## src/rtl/sdmod.sv

```systemverilog
// ---------------------------------------------------------------------------
// sdmod -- soft-decision front end of the RX bit path.
//
// Accepts one complex FFT bin per cycle (64 bins per OFDM symbol), drops the
// DC/guard nulls and the four pilots, hard-demaps the 48 QPSK data bins to
// 96 coded bits in 802.11a logical order, and replays each symbol as one
// contiguous 96-cycle serial burst. Two 96-bit banks ping-pong between the
// write side and the reader; upstream is throttled through di_rdy.
//
// Parameters
//   DW         width of di_re / di_im (signed two's complement)
//   BURST_GAP  minimum idle cycles between consecutive bursts (0..15)
//
// Ports
//   clk      in   1   clock, all state on rising edge
//   rst      in   1   asynchronous reset, active high
//   di_re    in   DW  FFT bin real part, signed
//   di_im    in   DW  FFT bin imaginary part, signed
//   di_vld   in   1   bin valid; beat accepted when di_vld & di_rdy
//   di_sop   in   1   accepted beat is bin 0 of a symbol
//   di_rdy   out  1   write bank can accept a beat
//   do_bit   out  1   serial coded bit (holds last value while do_vld=0)
//   do_vld   out  1   high for exactly 96 consecutive cycles per symbol
//   do_sop   out  1   high with the first bit of each burst
//   err_sop  out  1   one-cycle pulse on a framing error
// ---------------------------------------------------------------------------
module sdmod #(
   parameter int DW        = 16,
   parameter int BURST_GAP = 0
) (
   input  logic          clk,
   input  logic          rst,
   input  logic [DW-1:0] di_re,
   input  logic [DW-1:0] di_im,
   input  logic          di_vld,
   input  logic          di_sop,
   output logic          di_rdy,
   output logic          do_bit,
   output logic          do_vld,
   output logic          do_sop,
   output logic          err_sop
);

   // ------------------------------------------------------------------------
   // Types and constants
   // ------------------------------------------------------------------------
   typedef enum logic [1:0] {
      BANK_EMPTY,
      BANK_FULL,
      BANK_READING
   } bank_st_t;

   typedef enum logic [1:0] {
      R_IDLE,
      R_BURST,
      R_GAP
   } rd_state_t;

   localparam int         NBITS    = 96;
   localparam logic [5:0] LAST_BIN = 6'd63;
   localparam logic [6:0] LAST_BIT = 7'(NBITS - 1);
   localparam logic [3:0] GAP_LOAD = 4'(BURST_GAP - 1);

   // ------------------------------------------------------------------------
   // Storage and state
   // ------------------------------------------------------------------------
   logic [NBITS-1:0] bank_mem [2];
   bank_st_t         bank_st  [2];

   logic             wr_sel;
   logic [5:0]       bin_cnt;

   rd_state_t        state;
   rd_state_t        state_nx;
   logic             rd_sel;
   logic [6:0]       bit_idx;
   logic [6:0]       bit_idx_nx;
   logic [3:0]       gap_cnt;
   logic [3:0]       gap_cnt_nx;
   logic             do_hold;

   // Write-side decode
   logic             accept;
   logic             sop_err;
   logic             orphan;
   logic             sym_done;
   logic [5:0]       bin_idx;
   logic [5:0]       k_idx;
   logic             k_vld;
   logic             wr_en;

   // Reader bank hand-shake events
   logic             rd_free;
   logic             rd_claim;
   logic             claim_sel;
   logic             cur_full;
   logic             other_full;

   // Only the sign bits carry information for a hard QPSK decision.
   logic             unused_mag;
   assign unused_mag = ^{di_re[DW-2:0], di_im[DW-2:0]};

   // ------------------------------------------------------------------------
   // Write side
   // ------------------------------------------------------------------------
   // Ready depends only on registered bank state, never on the reader's
   // same-cycle decisions, so a freed bank shows up one cycle later.
   assign di_rdy   = (bank_st[wr_sel] == BANK_EMPTY);
   assign accept   = di_vld & di_rdy;

   // A sop in mid-symbol restarts the symbol in the same bank; a non-sop beat
   // while waiting for bin 0 is thrown away.
   assign sop_err  = accept &  di_sop & (bin_cnt != 6'd0);
   assign orphan   = accept & ~di_sop & (bin_cnt == 6'd0);
   assign bin_idx  = di_sop ? 6'd0 : bin_cnt;
   assign sym_done = accept & ~di_sop & (bin_cnt == LAST_BIN);
   assign wr_en    = accept & ~orphan & k_vld;

   // FFT bin -> logical data-carrier index. Negative frequencies (bins 38..63)
   // come first, then positive (1..26); nulls and pilots fall to default.
   // NOTE: every output of an always_comb gets a default first, otherwise a
   // path that skips the assignment infers a latch.
   always_comb begin
      k_vld = 1'b1;
      k_idx = 6'd0;
      case (bin_idx) inside
         [6'd38:6'd42]: k_idx = bin_idx - 6'd38;
         [6'd44:6'd56]: k_idx = bin_idx - 6'd39;
         [6'd58:6'd63]: k_idx = bin_idx - 6'd40;
         [6'd1:6'd6]:   k_idx = bin_idx + 6'd23;
         [6'd8:6'd20]:  k_idx = bin_idx + 6'd22;
         [6'd22:6'd26]: k_idx = bin_idx + 6'd21;
         default:       k_vld = 1'b0;
      endcase
   end

   // NOTE: state is updated with non-blocking assignments so every register
   // samples the pre-edge values regardless of process ordering.
   always_ff @(posedge clk or posedge rst) begin
      if (rst) begin
         bin_cnt <= 6'd0;
         wr_sel  <= 1'b0;
         err_sop <= 1'b0;
      end else begin
         err_sop <= sop_err | orphan;
         if (accept) begin
            if (di_sop) begin
               bin_cnt <= 6'd1;
            end else if (orphan || sym_done) begin
               bin_cnt <= 6'd0;
            end else begin
               bin_cnt <= bin_cnt + 6'd1;
            end
         end
         if (sym_done) begin
            wr_sel <= ~wr_sel;
         end
      end
   end

   // Every symbol rewrites all 96 bits, and bank_st gates every read, so the
   // payload needs no clearing.
   // NOTE: the bank payload is deliberately left out of reset; only the
   // control state that qualifies it is reset.
   always_ff @(posedge clk) begin
      if (wr_en) begin
         bank_mem[wr_sel][{k_idx, 1'b0}] <= ~di_re[DW-1];
         bank_mem[wr_sel][{k_idx, 1'b1}] <= ~di_im[DW-1];
      end
   end

   // Bank ownership. The writer only completes a bank that is EMPTY and the
   // reader only touches FULL/READING banks, so the updates never collide.
   always_ff @(posedge clk or posedge rst) begin
      if (rst) begin
         bank_st[0] <= BANK_EMPTY;
         bank_st[1] <= BANK_EMPTY;
      end else begin
         if (sym_done) begin
            bank_st[wr_sel] <= BANK_FULL;
         end
         if (rd_free) begin
            bank_st[rd_sel] <= BANK_EMPTY;
         end
         if (rd_claim) begin
            bank_st[claim_sel] <= BANK_READING;
         end
      end
   end

   // ------------------------------------------------------------------------
   // Reader FSM: state register
   // ------------------------------------------------------------------------
   always_ff @(posedge clk or posedge rst) begin
      if (rst) begin
         state   <= R_IDLE;
         bit_idx <= 7'd0;
         gap_cnt <= 4'd0;
         rd_sel  <= 1'b0;
      end else begin
         state   <= state_nx;
         bit_idx <= bit_idx_nx;
         gap_cnt <= gap_cnt_nx;
         if (rd_free) begin
            rd_sel <= ~rd_sel;
         end
      end
   end

   // ------------------------------------------------------------------------
   // Reader FSM: next state
   // ------------------------------------------------------------------------
   assign cur_full   = (bank_st[rd_sel]  == BANK_FULL);
   assign other_full = (bank_st[~rd_sel] == BANK_FULL);

   always_comb begin
      state_nx   = state;
      bit_idx_nx = bit_idx;
      gap_cnt_nx = gap_cnt;
      rd_free    = 1'b0;
      rd_claim   = 1'b0;
      claim_sel  = rd_sel;
      case (state)
         R_IDLE: begin
            if (cur_full) begin
               state_nx   = R_BURST;
               bit_idx_nx = 7'd0;
               rd_claim   = 1'b1;
            end
         end
         R_BURST: begin
            if (bit_idx == LAST_BIT) begin
               rd_free = 1'b1;
               if (BURST_GAP == 0) begin
                  // Chain straight into the other bank with no idle cycle.
                  if (other_full) begin
                     state_nx   = R_BURST;
                     bit_idx_nx = 7'd0;
                     rd_claim   = 1'b1;
                     claim_sel  = ~rd_sel;
                  end else begin
                     state_nx = R_IDLE;
                  end
               end else begin
                  state_nx   = R_GAP;
                  gap_cnt_nx = GAP_LOAD;
               end
            end else begin
               bit_idx_nx = bit_idx + 7'd1;
            end
         end
         R_GAP: begin
            // rd_sel already points at the next bank here. Leaving the gap
            // launches a waiting burst directly, so the idle stretch is
            // exactly BURST_GAP cycles when a bank is ready.
            if (gap_cnt == 4'd0) begin
               if (cur_full) begin
                  state_nx   = R_BURST;
                  bit_idx_nx = 7'd0;
                  rd_claim   = 1'b1;
               end else begin
                  state_nx = R_IDLE;
               end
            end else begin
               gap_cnt_nx = gap_cnt - 4'd1;
            end
         end
         default: begin
            state_nx = R_IDLE;
         end
      endcase
   end

   // ------------------------------------------------------------------------
   // Reader FSM: outputs
   // ------------------------------------------------------------------------
   // Outputs decode registered state only, so reset removes do_vld at once.
   always_comb begin
      do_vld = 1'b0;
      do_sop = 1'b0;
      do_bit = do_hold;
      if (state == R_BURST) begin
         do_vld = 1'b1;
         do_sop = (bit_idx == 7'd0);
         do_bit = bank_mem[rd_sel][bit_idx];
      end
   end

   // Remembers the last emitted bit so do_bit is stable between bursts.
   always_ff @(posedge clk or posedge rst) begin
      if (rst) begin
         do_hold <= 1'b0;
      end else if (do_vld) begin
         do_hold <= do_bit;
      end
   end

endmodule

```

## config.mk

```make
export PLATFORM = sky130hd
export DESIGN_NAME = sdmod
export DESIGN_NICKNAME = d
export VERILOG_FILES = /design/src/rtl/sdmod.sv
export SDC_FILE = /design/constraint.sdc
export NUM_CORES = 1
export LEC_CHECK = 0
export BUFFER_PORTS_ARGS = -buffer_cell sky130_fd_sc_hd__buf_4
export CORE_MARGIN = 4
export CORE_UTILIZATION = 27
export DETAILED_ROUTE_END_ITERATION = 8
export GPL_TIMING_DRIVEN = 0
export SETUP_SLACK_MARGIN = 0.15
export SYNTH_ARGS = -nofsm -noshare
export SYNTH_HDL_FRONTEND = slang
export SYNTH_SLANG_ARGS = --single-unit
```

## constraint.sdc

```tcl
create_clock -name clk -period 8.7 [get_ports clk]
set_input_delay 0 -clock clk [delete_from_list [all_inputs] [get_ports clk]]
set_output_delay 0 -clock clk [all_outputs]
set_load 0.02 [all_outputs]
```

## Word-level counts from Yosys, hierarchy flattened

Memories as Yosys holds them, arrays and structs flattened.
Index checks and enable logic that the tools add are counted.

- Add/subtract/negate cells: 9
- Multiply operators: 0
- Divide/modulo/power cells: 0
- Order comparisons: 24
- Eq/ne operators: 10
- Shifts and indexed selects: 0
- Multiplexer cells: 66
- Bitwise logic cells: 28
- Reduce and logical (&&, ||, !) cells: 22

Operators by type and width:

| kind | number |
|---|---|
| 48-bit two-way mux | 2 |
| 6-bit two-way mux | 9 |
| 2-bit two-way mux | 15 |
| 7-bit two-way mux | 4 |
| 7-bit by 8-bit less-than comparator with 1-bit output, second input constant | 3 |
| 1-bit two-way mux | 24 |
| 7-bit one-hot mux with 3 select lines | 1 |
| 6-bit by 5-bit adder with 6-bit output, second input constant | 3 |
| 6-bit greater-or-equal comparator, second input constant | 3 |
| 6-bit less-or-equal comparator, second input constant | 3 |
| 6-bit subtractor, second input constant | 3 |
| 7-bit by 1-bit greater-or-equal comparator with 1-bit output, second input constant | 2 |
| 1-bit demux with 6-bit select | 2 |
| 6-bit by 5-bit less-or-equal comparator with 1-bit output, second input constant | 2 |
| 4-bit two-way mux | 3 |
| 1-bit logical AND | 11 |
| 1-bit bitwise AND | 8 |
| 2-bit greater-or-equal comparator, second input constant | 4 |
| 1-bit NOT with 2-bit output | 4 |
| 7-bit by 1-bit adder with 7-bit output, second input constant | 1 |
| 1-bit binary-select mux with 7-bit select | 1 |
| 7-bit equality test, second input constant | 1 |
| 7-bit logical NOT | 1 |
| 1-bit NOT | 7 |
| other kinds (29) | 42 |

- Bits in registers: 27
- Bits in latches: 0
- RAM bits: 192
- Memory bits (read-only): 0
- Input bits: 36
- Output and inout port bits: 5
- Memories kept: 1

Memory list:

| name | depth | width | read ports | clocked after memory_dff | write ports | RTL line | source |
|---|---|---|---|---|---|---|---|
| bank_mem | 2 | 96 | 1 | 0 | 1 | 67 | `logic [NBITS-1:0] bank_mem [2];` |

## Depth between registers and ports, before layout

Gate-level depths: netlist of the first run.

- Depth in word-level cells: 17
- Gate-level depth with buffers: 13
- Mapped depth without buffers: 11

## Worst setup path before layout of the first run

No wires, ideal clock.

- Path kind: flip-flop to flip-flop
- Start: reg bin_cnt[1]
- End: mem bank_mem[1][24], enable pin
- Library setup time: 312 ps
- Arrival time: 3012 ps
- Setup slack: 5376 ps
- Cell stages (with the launch flop): 13
- Period minus slack after synthesis: 3324 ps
- Path through: dfrtp_1 -> inv_1 -> nor2_1 -> inv_1 -> ha_1 -> nand2b_1 -> a21oi_2 -> nor3b_4 -> a2111oi_4 -> o221a_2 -> or4b_4 -> buf_6 -> nor2_1

- Longest elaborated chain between the ends: 14
- Elaborated cells between the ends (all ways): 49
- Those cells by class: 6 x add/sub; 14 x order compare; 17 x mux; 4 x bitwise; 8 x reduce/logical

Ends and longest elaborated chain:

| element | RTL line | source |
|---|---|---|
| start, declared | 71 | `logic [5:0] bin_cnt;` |
| start signal, assigned | 152 | `bin_cnt <= bin_cnt + 6'd1;` |
| 6-bit two-way mux | 115 | `assign bin_idx = di_sop ? 6'd0 : bin_cnt;` |
| 6-bit by 5-bit greater-or-equal comparator with 1-bit output (no source line) or 6-bit by 5-bit less-or-equal comparator with 1-bit output (tied branches) | -- |  |
| 1-bit logical AND (no source line) | -- |  |
| 6-bit two-way mux (6 in a row) | 126 | `case (bin_idx) inside` |
| 7-bit by 8-bit less-than comparator with 1-bit output (implied by the code) or 7-bit by 1-bit greater-or-equal comparator with 1-bit output (tied branches) | 167 | `bank_mem[wr_sel][{k_idx, 1'b0}] <= ~di_re[DW-1];` |
| 1-bit logical AND (implied by the code) | 167 |  |
| 1-bit two-way mux (implied by the code) | 167 |  |
| 1-bit demux with 6-bit select | 167 |  |
| 48-bit two-way mux (implied by the code) (*) | 167 |  |
| end, declared | 67 |  |

Mark *: on every way between the ends. The rest lies on a longest branch, timed or not.

## Worst setup path after layout of the first run

- Start: reg bin_cnt[1]
- End: mem bank_mem[0][22], enable pin

Same word-level chain as after synthesis.

==> results of run 1 <==
## power by group through the flow
stage	Sequential, µW	Clock, µW	Combinational [µW]
floorplan	1160	0	108
global placement	1160	0	165
detailed placement	1160	0	169
CTS	1130	949	170
global route	1140	996	186
finish	1130	931	170
## per-layer routing
metal  vias to the layer above  global-route usage, %  share of wire [%]
li1                       2951                      -                  -
met1                      3285                   16.3                 44
met2                       196                   20.2                 49
met3                        40                   1.51                5.4
met4                         0                   2.98                2.1
met5                         -                      0                  0
## cells by family (layout without fill, tap and decap cells)
| kind of cell | count (synthesis) | after routing |
|---|---|---|
| AO/OA/AOI/OAI | 117 | 117 |
| flip-flops | 214 | 214 |
| XOR/XNOR | 10 | 10 |
| buffers and inverters | 65 | 119 |
| adder cells (fa/ha/maj) | 13 | 13 |
| multiplexers | 66 | 66 |
| AND/OR/NAND/NOR | 268 | 268 |
## metrics by stage
step           power, µW  util (%)  hold slack (ns)
5_1_grt             2320      31.6            0.234
6_report            2230      31.6            0.179
4_1_cts             2250      31.6            0.192
3_5_place_dp        1320      29.6            0.243
2_1_floorplan       1260         -          -0.0108
3_3_place_gp        1320      29.5            0.235
## flip-flops by register name, summed over array words and instances (netlist names)
signal and count:
wr_sel 1, bit_idx 7, bank_mem 192, bin_cnt 6, bank_st 4, do_hold 1
rd_sel 1, err_sop 1, state 1
## critical path: cells and delay by family, from the launching register on
kind	cells	cell delay, ns
and+or+nand+nor	6	1.99
DFF	1	0.53
adders and majority gates	1	0.24
AOI/OAI and AO/OA	2	0.64
buffers and inverters	3	0.77
## worst max path at each step
stage                from              end  slack, ns  cells after the start
4_1_cts        bin_cnt[1]  bank_mem[0][22]       4.23                     12
2_1_floorplan  bin_cnt[1]  bank_mem[1][24]       5.38                     12
6_report       bin_cnt[1]  bank_mem[0][22]       4.21                     12
3_5_place_dp   bin_cnt[1]  bank_mem[1][52]       4.25                     12
5_1_grt        bin_cnt[1]  bank_mem[0][22]       3.95                     12
3_3_place_gp   bin_cnt[1]  bank_mem[0][36]       4.29                     12
## layout by cell type (no fill, tap or decap), drive strengths merged, types with 4 or more instances in the layout
cell,n
nand2,21
o31ai,9
nand3b,6
or4,4
a221oi,5
buf,37
mux2i,26
a21oi,15
nand3,22
clkinv,9
nor2b,14
nand2b,17
a31oi,7
nand4,9
a211oi,7
o22ai,7
and2,4
nor2,131
o21ai,36
ha,13
dfrtp,22
nor3b,6
mux4,37
inv,20
xnor2,8
a2111oi,4
edfxtp,192
nor3,13
clkbuf,46
## cell type report
type                       count  share of cell area [%]
clock inverter                14                    1.10
tap                          504                    5.42
sequential                   214                    54.2
multi-input combinational    474                    30.6
clock buffer                  27                    5.07
buffer                        45                    1.85
inverter                      20                   0.688
timing repair buffer          13                    1.05
==> metrics, run 1 <==
status completed; Vias per Instance 4.94; area grow syn2layout 14.5%; Pint between 1500 and 2000 µW; hold path endpoint err_sop; count leader, synth edfxtp_1; WP data required between 8 and 9 ns; Compound-Gate Fraction of Synth Area ~8.3%; hold_sp di_vld; cell chain of the critical path inv_1 -> nor2_1 -> inv_1 -> ha_1 -> nand2b_1 -> a21oi_2 -> nor3b_4 -> nand2_1 -> a31oi_1 -> clkbuf_1 -> nand4_1 -> nor2_1; routed via count approximately 6500; fin cells 1311; final layout net count 840; warnings from Yosys 0; Worst path slowest cell nand4_1; cell count of the worst reg-to-reg path 12; Tcrit/Tclk final 51.6%; Worst Tran Pin Value just over 0.9 ns; # placed instances around 1300; Leakage 0.00359 µW; FF/Latch Area 0.00632 mm²; GRT Overall Usage 11.9%; worst min-delay path class in -> reg; clock sink count approximately 210; Worst IR Drop VDD 0.140 mV; dpl hpwl around 17 mm; antenna cell count 0; Yosys top cell area share a little under three fifths; post-synthesis area per instance between 10 and 15 µm²; CTS clock-pin slew for the worst setup and hold paths 0.06 ns; Synth Area in Simple Gates about an eighth; Die Span X around 200 µm; Syn Nets around 800; sequential fraction of design power approximately half; post-route cell area approximately 0.012 mm²; drt first pass iters 6; vias in the first global route approximately 6500; final hold violations 0; global route overflow 0; CP max FO 10; Synth Flop Type edfxtp_1; FF+latch count, synth about 210; Die ar. between 0.04 and 0.05 mm²; crit end category register; Reg2Reg Capture Point bank_mem[0][22]; Longest Clk Path Bufs 3; Core Rows 70; Final WS setup 4.21 ns; CORE AREA ~0.037 mm²; Gate Count Post-Synth roughly 750; largest family of logic cells by synthesized area simple AND/OR/NAND/NOR gates; largest cells by area after synthesis edfxtp_1 (57%), mux4_2 (8.2%), dfrtp_1 (5.4%); mux contribution to synthesized area 11.1%; post-synthesis xor/xnor area fraction less than 1%; max frequency about 0.22 GHz; fin. max-slew vios 0; asr flop ratio synth between 10% and 20%; DR WL/cell roughly 19 µm; cts bufs inserted 23; Switching Share 23.0%; # hold bufs at CTS 2; CTS H-tree depth 1; sum of negative setup slack 0 ns; Post-synth EDFFs roughly 190; pin count of the biggest net entering global routing 97; P_sw between 500 and 600 µW; Clock power frac 41.7%; list of most frequent post-synthesis cells edfxtp_1 (192), nor2_1 (131), mux4_2 (37); Crit Path Category reg -> reg; initial antenna violation count 0; Combinational Power Share 7.6%; fillcell total 3633; CP peak stage delay 0.57 ns; Initial Utilization approximately 28%; Die Height 202 µm; GP Congestion about 0.87; io pins 41; post-CTS setup buffers 0; Buffers on Ports 10; Worst slew margin 37.9%; MaxCap Viol Count 0; root buf cell clkbuf_16; Final ANT Viol Nets 0; Netlist cell types between 70 and 80; Arr. time, crit path between 4 and 5 ns; unrepaired setup endpoints after global routing no; skew final 0.0161 ns; DP Area about 0.011 mm²; share of post-route cells with drive strength above 1 about 16%; adder-cell share of the synthesized area between 1.5 and 2%; DRC 0; sequential area share after synthesis a little over 60%; final setup vio count 0; worst hold stages 4; TritonCTS clock tree yes; CTS resizes 0; setup slack, reg-to-reg 4.21 ns; reg2reg start bin_cnt[1]; mapped cell area about 0.01 mm²; clk_lat worst skew between 0.5 and 0.6 ns; area of the multi-input gates roughly 0.0036 mm²; Critical Path Source Type register; PD cells ~190 mW/mm²; fin crit period 4.49 ns; DRT iter0 DRCs 501; Post-Route WL 24.7 mm; pre-CTS setup slack ~4.2 ns; global-route wire length before repair 38.4 mm; area leader, netlist edfxtp_1
(Power assumes the default switching activity.)
==> run 2: changes to the inputs <==
- clock period: 8.7 -> 4.15 ns (I/O delays scaled with it)
==> run 2 against run 1 <==
Via count rose by 0.54%. Cell count is 0.31% higher. Highest routed layer unchanged. Non-clock buffer count is 4 higher. Cell area increased by 0.63%. Count of clock-buffer cells in the layout unchanged. Sequential share of layout area decreased by 0.33 points. Critical path type is now reg -> out.
==> metrics, run 2 (synthesis results as in run 1) <==
crit end category output port; area grow syn2layout 15.2%; Critical Path Source Type register; Worst IR Drop VDD 0.292 mV (+110%); Arr. time, crit path 3.77 ns (-0.90 ns); worst min-delay path class in -> reg; P_sw 1090 µW (+110%); CORE AREA 0.0369 mm² (unchanged); TritonCTS clock tree yes; cell chain of the critical path clkbuf_2 -> buf_2 -> buf_2 -> buf_2 -> mux4_2 -> mux2i_1 -> o21ai_0 -> a311oi_1 -> o31ai_1 -> buf_4; Switching Share 23.2% (+0.14 points); crit-path most repeated cell buf_2; Worst Tran Pin Value 0.949 ns (+0.0170 ns); Pint 3620 µW (+110%); DRT iter0 DRCs 432 (-14%); MaxCap Viol Count 0 (unchanged); clk_lat worst skew 0.51 ns (about the same); unrepaired setup endpoints after global routing no; pin count of the biggest net entering global routing 97 (unchanged); fin. max-slew vios 0 (unchanged); DRC 0 (unchanged); Critical Path Start bit_idx[0]; commonest non-fill, non-tap cell in the layout edfxtp_1; reg2reg start bin_cnt[2]; fin crit period about 3.8 ns; dpl hpwl 16.7 mm (unchanged); Die Span X 202 µm (unchanged); Final ANT Viol Nets 0 (unchanged); Reg2Reg Capture Point bank_mem[0][35]; Combinational Power Share 7.9% (+0.3 points); final layout net count 844 (+0.48%); clock sink count 214 (unchanged); DR WL/cell 18.9 µm (+0.40%); total chip power 4710 µW (+110%); CTS H-tree depth 1 (unchanged); Clock power frac 41.5% (-0.2 points); Core Rows 70 (unchanged); max reg flops 192 (unchanged); Setup crit end do_bit; io pins 41 (unchanged); PD cells 402 mW/mm² (+110%); Top reg by flops bank_mem; final hold violations 0 (unchanged); Buffers on Ports 10 (unchanged); WP data required 4.15 ns (-4.73 ns); FF/Latch Area 0.00632 mm² (about the same); CTS clock-pin slew for the worst setup and hold paths 0.06 ns (about the same); global route overflow 0 (unchanged); Leakage 0.00363 µW (+1.2%); Die ar. 0.0408 mm² (unchanged); sequential fraction of design power 50.5% (-0.3 points); global-route wire length before repair 38.5 mm (+0.45%); final setup vio count 0 (unchanged); cell count of the worst reg-to-reg path 12 (unchanged); Post-Route WL 24.9 mm (+0.71%); Initial Utilization 27.6% (unchanged); vias in the first global route 6559 (+0.69%); setup slack, reg-to-reg 0.38 ns (-3.84 ns); area of the multi-input gates 0.00359 mm² (+0.88%); max frequency about 0.27 GHz; CP peak stage delay 0.47 ns (-0.10 ns); antenna cell count 0 (unchanged); CP max FO 10 (unchanged); Longest Clk Path Bufs 3 (unchanged); Crit Path Category reg -> out; Tcrit/Tclk final around 91%; share of post-route cells with drive strength above 1 18.0% (+2.1 points); GRT Overall Usage 11.9% (+0.055 points); Vias per Instance 4.95 (+0.23%); sum of negative setup slack 0 ns (unchanged); routed via count 6507 (+0.54%); root buf cell clkbuf_16; initial antenna violation count 0 (unchanged); biggest regs bank_mem x192, bit_idx x7, bin_cnt x6; fillcell total 3631 (-0.055%); Worst slew margin 36.7% (-1.1 points); Die Height 202 µm (unchanged); cts bufs inserted 23 (unchanged); drt first pass iters 5 (-1); Worst path slowest cell a311oi_1; GP Congestion 0.871 (unchanged); commonest non-fill, non-tap cells in the layout edfxtp_1 (192), nor2_1 (130), mux4_2 (37); status completed; skew final 0.0161 ns (+0.0000508 ns)
run 2: power by group through the flow:
| stage | clock, µW | combinational, µW | sequential, µW |
|---|---|---|---|
| floorplan | 0 | 227 | 2420 |
| finish | 1960 | 373 | 2380 |
| global placement | 0 | 346 | 2430 |
| detailed placement | 0 | 355 | 2420 |
| global route | 2090 | 407 | 2380 |
| CTS | 1990 | 365 | 2380 |
run 2: layout make-up:
cell class                      instances  share of cell area [%]
Tap cell                              504                    5.38
Clock buffer                           27                    5.04
Multi-Input combinational cell        474                    30.7
Buffer                                 45                    1.93
Clock inverter                         14                    1.09
Inverter                               20                   0.683
Sequential cell                       214                    53.9
Timing Repair Buffer                   17                    1.30
run 2: timing repair:
action,4_1_cts,5_1_grt
hold buffers,2,0
pin swaps,3,0
buffers inserted,4,0
hold endpoints to repair,48,0
endpoints found under the setup margin,183,189
resized for setup,6,14
run 2: routing by layer:
metal	vias to the layer above	routed length [µm]	GRT usage, %
met1	3297	10700	16.3
met5	-	0	0
met3	43	1450	1.48
met2	200	12200	20.2
met4	0	566	3.27
li1	2967	-	-
run 2: how the worst min path moves through the flow:
stage | depth (start not counted) | to | startpoint | slack, ns
6_report | 4 | err_sop | di_vld | 0.18
3_3_place_gp | 2 | err_sop | rst | 0.23
3_5_place_dp | 2 | err_sop | rst | 0.24
4_1_cts | 4 | err_sop | di_vld | 0.19
2_1_floorplan | 1 | bank_st[0] | rst | -0.01
5_1_grt | 4 | err_sop | di_vld | 0.23
run 2: worst max-delay path, delay by kind of cell (launching register included):
family / cells / cell delay (ns)
buf+inv: 5 / 1.51
compound gates: 3 / 0.72
mux: 2 / 0.67
flops: 1 / 0.36
run 2: through the flow:
stage               instances  setup WS (ns)  utilization (%)  area [µm²]  hold WS, ns
floorplan                 753          0.826                -       10200      -0.0108
finish                   1315          0.377             31.8       11700        0.177
detailed placement       1268         -0.303             29.6       10900        0.243
global placement         1267         -0.262             29.5       10900        0.235
CTS                      1315          0.158             31.7       11700        0.192
global route             1315          0.158             31.8       11700        0.234
